**config.mk**
```make
export PLATFORM = sky130hd
export DESIGN_NAME = countdown_seg
export DESIGN_NICKNAME = d
export VERILOG_FILES = /design/src/rtl/countdown_seg_pkg.sv /design/src/rtl/countdown_seg_digit.sv /design/src/rtl/countdown_seg.sv
export SDC_FILE = /design/constraint.sdc
export NUM_CORES = 1
export LEC_CHECK = 0
export BUFFER_PORTS_ARGS = -buffer_cell sky130_fd_sc_hd__buf_2
export CORE_MARGIN = 4
export CORE_UTILIZATION = 43
export CTS_CLUSTER_DIAMETER = 80
export DETAILED_ROUTE_END_ITERATION = 16
export PLACE_DENSITY = 0.73
export SYNTH_ARGS = -nofsm -noshare
export SYNTH_HDL_FRONTEND = slang
export SYNTH_SLANG_ARGS = --single-unit
```
**constraint.sdc**
```tcl
create_clock -name clk -period 1.7 [get_ports clk]
set_input_delay 0.085 -clock clk [delete_from_list [all_inputs] [get_ports clk]]
set_output_delay 0.085 -clock clk [all_outputs]
set_load 0.01 [all_outputs]
```
**src/rtl/countdown_seg_pkg.sv**
```systemverilog
// Shared definitions for the seconds countdown timer: FSM state encoding and
// BCD digit constants.
package countdown_defs;

  localparam int unsigned BCD_W = 4;
  localparam logic [BCD_W-1:0] BCD_MAX = 4'd9;

  typedef enum logic [1:0] {
    ST_IDLE    = 2'd0,
    ST_RUN     = 2'd1,
    ST_PAUSE   = 2'd2,
    ST_EXPIRED = 2'd3
  } state_t;

  // Clamp a BCD preset digit to an upper limit.
  function automatic logic [BCD_W-1:0] clamp_digit(input logic [BCD_W-1:0] d,
                                                   input logic [BCD_W-1:0] lim);
    return (d > lim) ? lim : d;
  endfunction

endpackage

```
**src/rtl/countdown_seg_digit.sv**
```systemverilog
// One BCD digit register that counts down, borrowing when decremented at 0.
module bcd_down_digit
  import countdown_defs::*;
(
  input  logic             clk,
  input  logic             rst_n,
  input  logic             load,
  input  logic [BCD_W-1:0] load_val,
  input  logic             dec,
  output logic [BCD_W-1:0] digit,
  output logic             is_zero,
  output logic             borrow
);

  // Load has priority over decrement; decrementing 0 reloads 9.
  always_ff @(posedge clk) begin
    if (!rst_n) begin
      digit <= '0;
    end else if (load) begin
      digit <= load_val;
    end else if (dec) begin
      digit <= (digit == '0) ? BCD_MAX : digit - 4'd1;
    end
  end

  assign is_zero = (digit == '0);
  assign borrow  = dec & (digit == '0) & ~load;

endmodule

```
**src/rtl/countdown_seg.sv**
```systemverilog
// Two-digit BCD seconds countdown timer driven by a 1 Hz tick, with
// load/start/pause control and an expiry level plus one-cycle done pulse.
module countdown_seg
  import countdown_defs::*;
#(
  parameter int unsigned MAX_TENS = 9
) (
  input  logic             clk,
  input  logic             rst_n,
  input  logic             tick,
  input  logic             load,
  input  logic [BCD_W-1:0] load_tens,
  input  logic [BCD_W-1:0] load_units,
  input  logic             start,
  input  logic             pause,
  output logic [BCD_W-1:0] tens,
  output logic [BCD_W-1:0] units,
  output logic             running,
  output logic             paused,
  output logic             expired,
  output logic             done
);

  localparam logic [BCD_W-1:0] MAX_TENS_C =
    (MAX_TENS > 9) ? BCD_MAX : BCD_W'(MAX_TENS);

  state_t           state, state_nxt;
  logic             done_nxt;
  logic [BCD_W-1:0] tens_ld, units_ld;
  logic             tens_zero, units_zero;
  logic             units_borrow, tens_borrow;
  logic             count_zero;
  logic             tick_act;
  logic             last_tick;

  assign tens_ld    = clamp_digit(load_tens, MAX_TENS_C);
  assign units_ld   = clamp_digit(load_units, BCD_MAX);
  assign count_zero = tens_zero & units_zero;

  // A tick only counts when no higher-priority request is present this cycle;
  // the count_zero guard keeps the value from ever wrapping below 00.
  assign tick_act  = tick & ~load & ~start & ~pause & (state == ST_RUN) & ~count_zero;
  assign last_tick = tick_act & tens_zero & (units == 4'd1);

  bcd_down_digit u_units (
    .clk      (clk),
    .rst_n    (rst_n),
    .load     (load),
    .load_val (units_ld),
    .dec      (tick_act),
    .digit    (units),
    .is_zero  (units_zero),
    .borrow   (units_borrow)
  );

  bcd_down_digit u_tens (
    .clk      (clk),
    .rst_n    (rst_n),
    .load     (load),
    .load_val (tens_ld),
    .dec      (units_borrow),
    .digit    (tens),
    .is_zero  (tens_zero),
    .borrow   (tens_borrow)
  );

  // Next-state selection in request priority order: load > start > pause > tick.
  always_comb begin
    state_nxt = state;
    done_nxt  = 1'b0;
    if (load) begin
      state_nxt = ST_IDLE;
    end else if (start) begin
      if (state == ST_IDLE) begin
        if (count_zero) begin
          state_nxt = ST_EXPIRED;
          done_nxt  = 1'b1;
        end else begin
          state_nxt = ST_RUN;
        end
      end else if (state == ST_PAUSE) begin
        state_nxt = ST_RUN;
      end
    end else if (pause) begin
      if (state == ST_RUN) state_nxt = ST_PAUSE;
    end else if (last_tick) begin
      state_nxt = ST_EXPIRED;
      done_nxt  = 1'b1;
    end
  end

  // State register with status flags registered from the next state.
  always_ff @(posedge clk) begin
    if (!rst_n) begin
      state   <= ST_IDLE;
      running <= 1'b0;
      paused  <= 1'b0;
      expired <= 1'b0;
      done    <= 1'b0;
    end else begin
      state   <= state_nxt;
      running <= (state_nxt == ST_RUN);
      paused  <= (state_nxt == ST_PAUSE);
      expired <= (state_nxt == ST_EXPIRED);
      done    <= done_nxt;
    end
  end

endmodule

```
==> results of run 1 <==
-- routing by layer --
metal | wire (um) | vias to the layer above
li1 | - | 420
met1 | 931 | 385
met2 | 1040 | 36
met3 | 180 | 4
met4 | 21 | 0
met5 | 0 | -
-- layout make-up --
class	count	area (sq um)
Clock buffer	4	36.3
Fill cell	165	632
Inverter	4	15.0
Multi-Input combinational cell	69	498
Sequential cell	14	282
Tap cell	25	31.3
Timing Repair Buffer	39	233
-- cells in the final DEF (no fill, tap or decap), drive strengths merged, types with 4 or more instances in the layout --
master / count
clkbuf: 4
nand2b: 4
inv: 4
dfxtp: 14
buf: 38
nand2: 10
or3b: 4
o21ai: 4
nand3b: 4
nor2: 8
a21oi: 5
-- how the worst max path moves through the flow --
| stage | slack (ps) | cells past startpoint | end |
|---|---|---|---|
| after floorplan | 40 | 4 | state[1]$_SDFF_PN0_ |
| after global placement | 20 | 5 | u_tens.digit[0]$_SDFFE_PN0P_ |
| after detailed placement | 4 | 5 | u_tens.digit[0]$_SDFFE_PN0P_ |
| after CTS | -2 | 4 | state[1]$_SDFF_PN0_ |
| after global routing | -10 | 4 | state[1]$_SDFF_PN0_ |
| final | 50 | 5 | u_units.digit[2]$_SDFFE_PN0P_ |
-- critical path: cells and delay by family, from the launching register on --
kind	cells	cell delay (ps)
buffers and inverters	1	130
AOI/OAI and AO/OA	2	180
and+or+nand+nor	2	960
DFF	1	350
-- synth_stat cells, types with 3 or more instances --
master	number
nor2_1	8
a211oi_1	3
a21oi_1	5
nand2_1	10
inv_1	4
clkbuf_1	4
nand3b_1	4
nand2b_1	4
o21ai_0	4
dfxtp_1	14
-- registers in the layout, indices dropped and copies added, names as in the netlist --
register	cells
done	1
expired	1
paused	1
running	1
state	2
u_tens.digit	4
u_units.digit	4
-- cells by family after synthesis --
group           after synthesis  synth area share (%)
buf+inv                       9                  5.30
simple gates                 45                  33.9
flops                        14                  36.0
compound gates               24                  24.9
-- metrics by stage --
step,worst slack (ps),instances
2_1_floorplan,39.9,92
3_3_place_gp,17.5,149
3_5_place_dp,3.56,149
4_1_cts,-2.13,154
5_1_grt,-14.4,155
6_report,45.9,155
-- power groups by stage --
| stage | Combinational, uW | Clock (uW) | Sequential (uW) |
|---|---|---|---|
| final | 181 | 245 | 354 |
| after global placement | 162 | 0 | 359 |
| after detailed placement | 165 | 0 | 361 |
| after CTS | 174 | 251 | 353 |
| after floorplan | 81.1 | 0 | 372 |
| after global routing | 199 | 265 | 356 |
-- repair_timing --
action                                  in CTS  in global routing
endpoints found under the setup margin       2                  6
hold buffers                                 1                  0
pin swaps                                    0                  4
buffers inserted                             0                  1
resized for setup                            4                  8
endpoints found under the hold margin        1                  0
==> summary.md, run 1 <==
| Metric | Value |
|---|---|
| Clock Sinks | `14` |
| Worst Setup SP | `u_units.digit[3]$_SDFFE_PN0P_` |
| HP Class | `in -> reg` |
| I/O pin count | `26` |
| Fin util | `63.4%` |
| Net Count, Synth | `106` |
| Finished Cell Area | `1090 sq um` |
| Setup TNS | `0 ps` |
| Die width | `50.6 um` |
| Core ar. | `1730 sq um` |
| Worst-Skew Late Latency | `280 ps` |
| Final #Nets | `145` |
| Sequential power share | `45.4%` |
| GR peak layer | `met2` |
| Clk slew on worst S/H paths | `90 ps` |
| Largest net degree at the start of global routing | `14` |
| Initial Util | `45.1%` |
| CP Launch Type | `register` |
| Slew HR | `73.1%` |
| Async SR Flop Fraction | `0%` |
| H-tree depth | `1` |
| Global routing usage on met2 | `30.0%` |
| Synth Flop Type | `dfxtp_1` |
| Count of antenna diodes in the layout | `0` |
| Vias in the first global route | `833` |
| CP cell instances | `buf_4 -> or4b_2 -> or3_4 -> o21ai_2 -> o21a_1` |
| CTS buffer count | `3` |
| Iter 0 DRT Violations | `25` |
| Row count | `15` |
| Worst path slowest cell | `or4b_2` |
| DP HPWL | `1630 um` |
| WHS | `49.4 ps` |
| Clk root buf | `clkbuf_4` |
| Yosys cell types | `35` |
| IO buf count | `25` |
| Crit. End Element | `register` |
| Maximum buffer depth of the clock tree | `2` |
| Initial antenna violation count | `0` |
| Met3 Track Usage GR | `5.04%` |
| Reg-to-reg startpoint | `u_units.digit[3]$_SDFFE_PN0P_` |
| Critical path peak fanout | `5` |
| Total Die Area | `2560 sq um` |
| Status | `finished, final reports clean` |
| YS warnings | `0` |
| Critical path class | `reg -> reg` |
| Clk_skew | `0.735 ps` |
| DIE HEIGHT | `50.6 um` |
| Syn avg cell area | `8.47 sq um` |
| Fin crit period | `1650 ps` |
| Psw | `218 uW` |
| Seq/Total Area, Yosys | `36.0%` |
| Comb pwr share | `23.2%` |
| FMAX | `0.605 GHz` |
| Share of power burned in the clock network | `31.4%` |
| Power Internal | `563 uW` |
| Worst EP required | `1930 ps` |
| Worst Hold Depth | `3` |
| First-pass GRT wire length | `3650 um` |
| Area leader, netlist | `dfxtp_1` |
| Vias | `845` |
| GRT overflow | `0` |
| Vias per inst | `5.45` |
| Yosys reg bits | `14` |
| Final Power | `781 uW` |
| Arrival time at the worst endpoint | `1890 ps` |
| Placement Cell Area | `1000 sq um` |
| Most area-consuming cells after synthesis | `dfxtp_1 (36%), nand2_1 (4.8%), nand3b_1 (3.9%)` |
| Period utilization | `97.3%` |
| Area grow syn2layout | `40.4%` |
| Max-slew violation count | `0` |
| DRT Pass-1 Iters | `4` |
| Met1 Track Usage GR | `22.8%` |
| R2R cell count | `5` |
| Post-synth top area share | `36.0%` |
| Share of layout cells above drive strength 1 | `46.9%` |
| Post-synthesis cell count | `92` |
| Pleak | `0.000498 uW` |
| Tightest Pin Transition | `404 ps` |
| Wirelength per Cell | `14.0 um` |
| PD cells | `713 nW/um^2` |
| Routability cong. | `0.818` |
| Max Cap Violations | `0` |
| VDD IR max | `0.000626 V` |
| Endpoints failing setup | `0` |
| Post-route ant nets | `0` |
| Unrepaired setup endpoints after global routing | `yes` |
| Hold Startpoint | `load_tens[1]` |
| TritonCTS clock tree | `built` |
| Largest stage delay on the critical path | `590 ps` |
| Switching share of power | `27.9%` |
| Worst Hold End | `u_tens.digit[1]$_SDFFE_PN0P_` |
| R2R Path End | `u_units.digit[2]$_SDFFE_PN0P_` |
| Post-Route WL | `2180 um` |
| Post-Syn Area | `779 sq um` |
| Post-synth EDFFs | `0` |
| Hold Fails Final Rpt | `0` |
| Total track usage | `18.5%` |
| Reg2reg setup slack | `50 ps` |
| DRC | `0` |
Power figures use the tool's default switching activity.
==> run 2: changes to the inputs <==
--- a/config.mk
+++ b/config.mk
@@ -5,7 +5,7 @@
 export SDC_FILE = /design/constraint.sdc
 export NUM_CORES = 1
 export LEC_CHECK = 0
-export BUFFER_PORTS_ARGS = -buffer_cell sky130_fd_sc_hd__buf_2
+export BUFFER_PORTS_ARGS = -buffer_cell sky130_fd_sc_hd__buf_4
 export CORE_MARGIN = 4
 export CORE_UTILIZATION = 43
 export CTS_CLUSTER_DIAMETER = 80
==> summary.md, run 2 (same netlist as run 1, synthesis figures left out) <==
| Metric | Value |
|---|---|
| Worst Hold End | `paused$_SDFF_PN0_` |
| Vias in the first global route | `755` |
| Post-CTS Hold Fix Bufs | `0` |
| TritonCTS clock tree | `built` |
| CTS buffer count | `3` |
| Reg area | `282 sq um` |
| Critical path's top delay family | `simple AND/OR/NAND/NOR gates` |
| Multi-input logic area | `498 sq um` |
| CP bufs+invs | `1` |
| Largest stage delay on the critical path | `570 ps` |
| Maximum buffer depth of the clock tree | `2` |
| Worst path slowest cell | `or4_4` |
| Initial antenna violation count | `0` |
| DRT Pass-1 Iters | `4` |
| Count of antenna diodes in the layout | `0` |
| Vias | `822` |
| PD cells | `676 nW/um^2` |
| Share of layout cells above drive strength 1 | `46.5%` |
| R2R cell count | `4` |
| DIE HEIGHT | `50.6 um` |
| Fin crit period | `1690 ps` |
| Crit. End Element | `register` |
| First-pass GRT wire length | `3280 um` |
| Clock Sinks | `14` |
| Setup TNS | `0 ps` |
| Regs by FF count | `u_tens.digit x4, u_units.digit x4, state x2` |
| Status | `finished, final reports clean` |
| I/O pin count | `26` |
| Initial Util | `45.1%` |
| Area grow syn2layout | `47.2%` |
| Max-slew violation count | `0` |
| DP HPWL | `1620 um` |
| H-tree depth | `1` |
| Finished Cell Area | `1150 sq um` |
| Tightest Pin Transition | `424 ps` |
| DRC | `0` |
| Total Die Area | `2560 sq um` |
| VDD IR max | `0.000512 V` |
| Critical path peak fanout | `4` |
| Row count | `15` |
| Final #Nets | `144` |
| IO buf count | `25` |
| Hold Startpoint | `start` |
| CP Launch Type | `register` |
| Reg-to-reg startpoint | `u_tens.digit[0]$_SDFFE_PN0P_` |
| Endpoints failing setup | `0` |
| Critical path class | `reg -> reg` |
| Worst-Skew Late Latency | `270 ps` |
| HP Class | `in -> reg` |
| Vias per inst | `5.34` |
| Period utilization | `99.6%` |
| Clk root buf | `clkbuf_4` |
| Most frequent cells in the layout | `buf_4 (38), dfxtp_1 (13), nand2_1 (10)` |
| Fill count | `165` |
| Arrival time at the worst endpoint | `1830 ps` |
| Unrepaired setup endpoints after global routing | `yes` |
| Post-route ant nets | `0` |
| Clk slew on worst S/H paths | `80 ps` |
| Iter 0 DRT Violations | `9` |
| R2R Path End | `running$_SDFF_PN0_` |
| Core ar. | `1730 sq um` |
| Worst EP required | `1840 ps` |
| Wirelength per Cell | `13.3 um` |
| Pleak | `0.000498 uW` |
| CP cell instances | `or4_4 -> o41ai_4 -> buf_4 -> a221oi_1` |
| Routability cong. | `0.847` |
| Reg2reg setup slack | `6 ps` |
| Max Cap Violations | `0` |
| Clk_skew | `4.33 ps` |
| Worst Hold Depth | `2` |
| GRT overflow | `0` |
| Placement Cell Area | `1060 sq um` |
| Slew HR | `71.7%` |
| FMAX | `0.590 GHz` |
| Leading cell type in the layout, fill and taps excluded | `buf_4` |
| Total track usage | `16.8%` |
| Post-Route WL | `2050 um` |
| Die width | `50.6 um` |
| Hold Fails Final Rpt | `0` |
| Largest net degree at the start of global routing | `14` |
run 2: changes by cell type in the layout (fill, tap and decap cells not counted), sizes merged:
cell,change
dlygate4sd3,-1
run 2: how the worst max path moves through the flow:
stage | end | from | slack, ps | cells past startpoint
after floorplan | state[1]$_SDFF_PN0_ | u_tens.digit[3]$_SDFFE_PN0P_ | 40 | 4
after global placement | u_tens.digit[0]$_SDFFE_PN0P_ | u_units.digit[3]$_SDFFE_PN0P_ | -7 | 5
after detailed placement | state[1]$_SDFF_PN0_ | u_units.digit[3]$_SDFFE_PN0P_ | -70 | 4
after CTS | state[1]$_SDFF_PN0_ | u_units.digit[0]$_SDFFE_PN0P_ | 6 | 4
after global routing | state[1]$_SDFF_PN0_ | u_tens.digit[0]$_SDFFE_PN0P_ | -50 | 4
final | running$_SDFF_PN0_ | u_tens.digit[0]$_SDFFE_PN0P_ | 6 | 4
run 2: layout make-up:
| type | instances | area share (%) |
|---|---|---|
| multi-input cells | 69 | 43.4 |
| repair buffers | 38 | 24.9 |
| flip-flops and latches | 14 | 24.5 |
| clock buffers | 4 | 3.16 |
| well taps | 25 | 2.73 |
| inverters | 4 | 1.31 |
run 2: stage by stage:
| step | hold slack (ps) | total power [uW] | cells | setup WS [ps] | util [%] |
|---|---|---|---|---|---|
| after global placement | 303 | 538 | 149 | -7.35 | 61.5 |
| after detailed placement | 306 | 542 | 149 | -74.8 | 61.5 |
| final | 31.1 | 776 | 154 | 6.30 | 66.4 |
| after floorplan | 163 | 453 | 92 | 39.9 | - |
| after global routing | 22.5 | 824 | 154 | -51.5 | 66.4 |
| after CTS | 16.8 | 783 | 154 | 5.66 | 65.2 |
run 2: what timing repair did:
item	CTS	global route
resized for setup	5	5
setup buffers	1	0
pin swaps	1	8
endpoints found under the setup margin	4	3
run 2: where the power goes:
part           leakage, uW  internal (uW)  total, uW  switching [uW]
Clock            0.0000210            130        227            97.0
Combinational     0.000362            102        194            92.1
Sequential        0.000115            344        355            10.9
Total             0.000498            576        776             200
run 2: worst register-to-register path: cells and delay by family, from the launching register on:
| kind | cells | cell delay [ps] |
|---|---|---|
| flip-flops | 1 | 310 |
| AND/OR/NAND/NOR | 1 | 570 |
| buffers and inverters | 1 | 180 |
| AO/OA/AOI/OAI | 2 | 510 |
run 2: metal layers:
| metal | vias up | track usage, % | part of all wire [%] | wire length (um) |
|---|---|---|---|---|
| met2 | 25 | 27.0 | 49 | 1000 |
| met1 | 376 | 19.9 | 42 | 865 |
| li1 | 415 | - | - | - |
| met5 | - | 0 | 0 | 0 |
| met4 | 0 | 10.3 | 2.0 | 42 |
| met3 | 6 | 4.45 | 6.9 | 141 |
